**src/rtl/hazard_pkg.sv**
```systemverilog
// Shared definitions for the pipeline hazard unit.
//  FWD_RF / FWD_WB / FWD_MEM : E-stage ALU operand mux selects
//  SRC_MAXW                  : widest register index src_match accepts
//  src_match(src, dst, we)   : true when a nonzero source register is produced
//                              by a stage that writes the register file
package hazard_pkg;

    localparam logic [1:0] FWD_RF  = 2'b00;
    localparam logic [1:0] FWD_WB  = 2'b01;
    localparam logic [1:0] FWD_MEM = 2'b10;

    localparam int SRC_MAXW = 8;

    // Register 0 is hardwired to zero, so it never needs a forward or a stall.
    function automatic logic src_match(input logic [SRC_MAXW-1:0] src,
                                       input logic [SRC_MAXW-1:0] dst,
                                       input logic                we);
        return (src != '0) && (src == dst) && we;
    endfunction

endpackage

```
**src/rtl/md_busy_tracker.sv**
```systemverilog
// Tracks the outstanding mult/div operation as a countdown.
//  clk   in  clock, rising edge
//  rst   in  synchronous active-high reset, discards any pending operation
//  start in  mult/div issued from E this cycle
//  busy  out result still pending (counter nonzero)
module md_busy_tracker #(
    parameter int LATENCY = 8,
    parameter int CW      = 4
) (
    input  logic clk,
    input  logic rst,
    input  logic start,
    output logic busy
);

    logic [CW-1:0] r_mdCnt;

    // A new start always reloads the full latency, even if one is still
    // pending; otherwise count down to zero, where the result becomes readable.
    always_ff @(posedge clk) begin
        if (rst) begin
            r_mdCnt <= '0;
        end else if (start) begin
            r_mdCnt <= CW'(LATENCY);
        end else if (r_mdCnt != '0) begin
            r_mdCnt <= r_mdCnt - 1'b1;
        end
    end

    assign busy = (r_mdCnt != '0);

endmodule

```
**src/rtl/hazard_unit_md.sv**
```systemverilog
// Hazard and forwarding controller for the 5-stage pipeline, with a mult/div
// HI/LO scoreboard and a stall-cycle performance counter.
//  clk, rst                      clock and synchronous active-high reset
//  RsD, RtD, RsE, RtE            source registers in D and E
//  WriteRegE/M/W, RegWriteE/M/W  destination register and write enable per stage
//  MemtoRegE/M                   stage holds a load
//  BranchD, JumpD, PCSrcD        control-flow instruction in D / branch taken
//  MdStartE, MdStartD, MdReadD   mult/div start in E or D, mfhi/mflo in D
//  StallF, StallD                hold PC and IF/ID
//  FlushD, FlushE                clear IF/ID and ID/EX
//  ForwardAD/BD                  branch comparator forwards from M
//  ForwardAE/BE                  ALU operand mux selects
//  MdBusy                        mult/div result pending
//  StallCount                    saturating count of cycles with StallD=1
module hazard_unit_md
    import hazard_pkg::*;
#(
    parameter int REG_AW     = 5,
    parameter int MD_LATENCY = 8,
    parameter int MD_CW      = 4,
    parameter int PERF_W     = 16
) (
    input  logic              clk,
    input  logic              rst,
    input  logic [REG_AW-1:0] RsD,
    input  logic [REG_AW-1:0] RtD,
    input  logic [REG_AW-1:0] RsE,
    input  logic [REG_AW-1:0] RtE,
    input  logic [REG_AW-1:0] WriteRegE,
    input  logic [REG_AW-1:0] WriteRegM,
    input  logic [REG_AW-1:0] WriteRegW,
    input  logic              RegWriteE,
    input  logic              RegWriteM,
    input  logic              RegWriteW,
    input  logic              MemtoRegE,
    input  logic              MemtoRegM,
    input  logic              BranchD,
    input  logic              JumpD,
    input  logic              PCSrcD,
    input  logic              MdStartE,
    input  logic              MdStartD,
    input  logic              MdReadD,
    output logic              StallF,
    output logic              StallD,
    output logic              FlushD,
    output logic              FlushE,
    output logic              ForwardAD,
    output logic              ForwardBD,
    output logic [1:0]        ForwardAE,
    output logic [1:0]        ForwardBE,
    output logic              MdBusy,
    output logic [PERF_W-1:0] StallCount
);

    logic w_mdBusy;
    logic w_lwStall;
    logic w_branchStall;
    logic w_mdStall;
    logic w_stall;
    logic [PERF_W-1:0] r_stallCount;

    md_busy_tracker #(
        .LATENCY (MD_LATENCY),
        .CW      (MD_CW)
    ) u_mdBusy (
        .clk   (clk),
        .rst   (rst),
        .start (MdStartE),
        .busy  (w_mdBusy)
    );

    // Stall sources. A mult/div start still sitting in E counts as busy so
    // that an mfhi/mflo or second start right behind it is held too.
    always_comb begin
        w_lwStall = MemtoRegE && (RtE != '0) && ((RsD == RtE) || (RtD == RtE));
        w_branchStall = BranchD &&
            (src_match(SRC_MAXW'(WriteRegE), SRC_MAXW'(RsD), RegWriteE) ||
             src_match(SRC_MAXW'(WriteRegE), SRC_MAXW'(RtD), RegWriteE) ||
             src_match(SRC_MAXW'(WriteRegM), SRC_MAXW'(RsD), MemtoRegM) ||
             src_match(SRC_MAXW'(WriteRegM), SRC_MAXW'(RtD), MemtoRegM));
        w_mdStall = (MdReadD || MdStartD) && (w_mdBusy || MdStartE);
        w_stall   = w_lwStall || w_branchStall || w_mdStall;
    end

    // Output stage. Reset forces a bubble everywhere; a stall takes priority
    // over the D flush so the taken branch/jump is re-evaluated once released.
    always_comb begin
        StallF    = 1'b0;
        StallD    = 1'b0;
        FlushD    = 1'b1;
        FlushE    = 1'b1;
        ForwardAD = 1'b0;
        ForwardBD = 1'b0;
        ForwardAE = FWD_RF;
        ForwardBE = FWD_RF;
        MdBusy    = 1'b0;
        if (!rst) begin
            StallF    = w_stall;
            StallD    = w_stall;
            FlushE    = w_stall || JumpD;
            FlushD    = (PCSrcD || JumpD) && !w_stall;
            ForwardAD = src_match(SRC_MAXW'(RsD), SRC_MAXW'(WriteRegM), RegWriteM);
            ForwardBD = src_match(SRC_MAXW'(RtD), SRC_MAXW'(WriteRegM), RegWriteM);
            if (src_match(SRC_MAXW'(RsE), SRC_MAXW'(WriteRegM), RegWriteM)) begin
                ForwardAE = FWD_MEM;
            end else if (src_match(SRC_MAXW'(RsE), SRC_MAXW'(WriteRegW), RegWriteW)) begin
                ForwardAE = FWD_WB;
            end
            if (src_match(SRC_MAXW'(RtE), SRC_MAXW'(WriteRegM), RegWriteM)) begin
                ForwardBE = FWD_MEM;
            end else if (src_match(SRC_MAXW'(RtE), SRC_MAXW'(WriteRegW), RegWriteW)) begin
                ForwardBE = FWD_WB;
            end
            MdBusy = w_mdBusy;
        end
    end

    // Stall performance counter; sticks at all-ones instead of wrapping.
    always_ff @(posedge clk) begin
        if (rst) begin
            r_stallCount <= '0;
        end else if (w_stall && (r_stallCount != '1)) begin
            r_stallCount <= r_stallCount + 1'b1;
        end
    end

    assign StallCount = r_stallCount;

endmodule
```
**config.mk**
```make
export PLATFORM = sky130hd
export DESIGN_NAME = hazard_unit_md
export DESIGN_NICKNAME = d
export VERILOG_FILES = /design/src/rtl/hazard_pkg.sv /design/src/rtl/md_busy_tracker.sv /design/src/rtl/hazard_unit_md.sv
export SDC_FILE = /design/constraint.sdc
export NUM_CORES = 1
export LEC_CHECK = 0
export BUFFER_PORTS_ARGS = -buffer_cell sky130_fd_sc_hd__buf_2
export CAP_MARGIN = 20
export CORE_MARGIN = 2
export CORE_UTILIZATION = 44
export DETAILED_ROUTE_END_ITERATION = 16
export PLACE_DENSITY = 0.77
export SYNTH_ARGS = -nofsm -noshare
export SYNTH_HDL_FRONTEND = slang
export SYNTH_SLANG_ARGS = --single-unit
```
**constraint.sdc**
```tcl
create_clock -name clk -period 1.95 [get_ports clk]
set_input_delay 0.195 -clock clk [delete_from_list [all_inputs] [get_ports clk]]
set_output_delay 0.195 -clock clk [all_outputs]
set_load 0.005 [all_outputs]
```
==> results_dict.tcl <==
set metrics [dict create \
    port_buffers 74 \
    hold_depth 2 \
    maxCapViolCount 0 \
    cp-end-kind "output port" \
    grt_max_degree 20 \
    vias 2126 \
    synth_enable_flop_cells 0 \
    ys_seq_area_share_pct 22.16 \
    initial_core_util_pct 45.49 \
    tightestPinTransition_ns 0.3755 \
    yosys.area.top_type_share_pct 22.16 \
    worstSetupPathType "in2out" \
    drt_iter0_drc 100 \
    netlist.top_cell.by_area "dfxtp_1" \
    power.density_nw_per_um2 491.0 \
    clk_pin_slew_ns 0.07 \
    ant_nets 0 \
    place_ws_ns -0.1147 \
    dp_hpwl_microns 3938 \
    async_flop_share_pct 0 \
    grt_pass1_wl_microns 8086 \
    cp.required_ns 1.75 \
    dr.pass1.iters 4 \
    rsz0062_at_grt "true" \
    yosysWarnings 0 \
    crit_arrival_ns 1.78 \
    violations "negative setup slack" \
    yosys_most_used_dff "dfxtp_1" \
    maxSlewViolCount 0 \
    clock_power_share_pct 23.6 \
    hold_class "in2reg" \
    internal_power_mw 0.9324 \
    drt-total-wl_microns 5563 \
    drive_above_1_share_pct 47.80 \
    cts_root_buffer "clkbuf_8" \
    comb_power_share_pct 43.5 \
    min-delay-start "MdStartE" \
    drt-wirelength-per-cell_microns 14.23 \
    crit_path_max_fanout 6 \
    fin_area_sq_um 2754 \
    drc 0 \
    ys_seq_elements 20 \
    cts_hold_buffers 0 \
    finalSetupViolations 1 \
    rr_startpoint "StallCount[7]" \
    nFillCells 324 \
    seqPwrFrac_pct 32.9 \
    p_leak_nw 1.164 \
    netlist_instances 235 \
    overflow 0 \
    dieWidth_microns 68.08 \
    area_delta_synth_final_pct 52.42 \
    viasPerCell 5.437 \
    r2r_setup_slack_ns 0.05 \
    cts.sinks 20 \
    r2r_end "StallCount[0]" \
    cts_tree "yes" \
    io_pins 75 \
    antenna_found_initial 0 \
    p_sw_mw 0.4198 \
    numCtsBuffers 3 \
    min_period_ns 1.974 \
    ir_worst_vdd_mv 0.2801 \
    die_h_microns 68.08 \
    clock_path_buffers 2 \
    worstRegToRegCells 7 \
    gp_congestion 0.8661 \
    power.share.switching_pct 31.05 \
    num_antenna_cells 0 \
    hold_end "u_mdBusy.r_mdCnt[0]" \
    finalCritPeriodShare_pct 101.2 \
    synth_area_leaders "dfxtp_1, xnor2_1, xor2_1" \
    place_area_sq_um 2435 \
    max-slew-margin-rel_pct 74.97 \
    status "finished, violations left" \
    nNetsFinal 393 \
    synthesis.area_sq_um 1807 \
    grt_pass1_vias 1937 \
    synth.distinct_cells 35 \
    syn-num-nets 286 \
    cp-start-kind "input pin" \
    htreeDepth 1 \
    final.setup.tns_ns -0.02417 \
    hold_viol 0 \
    grtUsageTotal_pct 22.55 \
    core_sq_um 3971 \
    fmax_mhz 506.5 \
    fin_skew_ns 0.006044 \
    final.setup.worst_slack_ns -0.02417 \
    rows 23 \
    dieArea_sq_um 4635 \
    clk_latency_ns 0.26 \
    avgSynthCellArea_sq_um 7.688 \
]
registers in the layout (all words and copies together) (netlist names):
signal / cells
u_mdBusy.r_mdCnt: 4
StallCount: 16
cell usage after synthesis (2+ instances only):
cell type,count
buf_6,2
buf_2,4
nor2b_1,7
o21ai_1,12
and2_1,2
dfxtp_1,20
a21oi_1,17
ha_1,3
clkbuf_1,11
nand3_1,12
nand2_1,9
nor4_1,5
or4_1,7
xnor2_1,30
and3_1,3
nor2_1,15
xor2_1,22
nor3_1,11
nand2b_1,5
mux2_4,2
inv_1,3
nand4_1,9
or3_1,12
timing repair:
item,in CTS,in global routing
resized for setup,13,30
pin swaps,7,23
setup endpoints to repair,13,18
gates cloned,1,1
setup buffers,4,6
stage by stage:
stage	hold slack, ns	utilization [%]	cells	total power, mW
after floorplan	0.2716	-	235	0.7271
after global placement	0.4140	61.31	375	0.9126
after detailed placement	0.4183	61.31	375	0.9245
after CTS	0.1332	65.60	384	1.311
after global routing	0.1387	69.34	391	1.421
final	0.1372	69.34	391	1.352
metal layers:
metal | track usage, % | vias up | routed length, microns
met4 | 7.500 | 0 | 117
li1 | - | 1036 | -
met2 | 43.33 | 63 | 2860
met5 | 0 | - | 0
met3 | 1.645 | 11 | 224
met1 | 25.94 | 1016 | 2360
how the worst max path moves through the flow:
stage / startpoint / end / slack, ns
2_1_floorplan: RtE[2] / StallF / -0.06
3_3_place_gp: WriteRegE[1] / StallCount[8] / -0.09
3_5_place_dp: WriteRegE[1] / StallCount[0] / -0.11
4_1_cts: WriteRegM[3] / FlushD / -0.05
5_1_grt: WriteRegE[2] / FlushD / -0.09
6_report: RtE[3] / FlushD / -0.02
power by group through the flow:
| stage | combinational, mW | sequential [mW] | clock, mW |
|---|---|---|---|
| 4_1_cts | 0.543 | 0.443 | 0.325 |
| 2_1_floorplan | 0.274 | 0.453 | 0 |
| 6_report | 0.589 | 0.444 | 0.319 |
| 3_5_place_dp | 0.475 | 0.450 | 0 |
| 5_1_grt | 0.639 | 0.446 | 0.335 |
| 3_3_place_gp | 0.463 | 0.450 | 0 |
critical path, stage by stage:
cell,delay (ns)
buf_2,0.13
or4_4,0.50
o21ai_2,0.14
a21oi_2,0.06
nor4_4,0.34
buf_12,0.16
o21ai_2,0.05
nand2b_1,0.08
buf_2,0.12
placed cells by master (no fill, tap or decap), types with 9 or more instances in the layout:
cell	Yosys	routed
nand4_1	9	9
o21ai_1	12	11
dfxtp_1	20	15
xor2_1	22	22
nor3_1	11	10
buf_4	1	39
a21oi_2	1	9
buf_6	2	9
xnor2_1	30	30
nand3_1	12	12
nor2_1	15	13
buf_2	4	70
kinds of logic after synthesis:
kind of cell / after synthesis / synth area share, %
buffers and inverters: 21 / 5.679
AOI/OAI and AO/OA: 35 / 10.80
adders and majority gates: 3 / 2.078
and+or+nand+nor: 100 / 31.23
xor gates and xnor gates: 52 / 25.21
muxes: 4 / 2.839
DFF: 20 / 22.16
layout make-up:
cell class / count / area [sq um] / share of cell area, %
repair buffers: 120 / 789.5 / 28.67
well taps: 50 / 62.56 / 2.272
inverters: 3 / 11.26 / 0.4089
flip-flops and latches: 20 / 406.6 / 14.77
multi-input cells: 194 / 1429 / 51.89
clock buffers: 4 / 55.05 / 1.999
No activity file was read; power rests on OpenSTA's default activity.
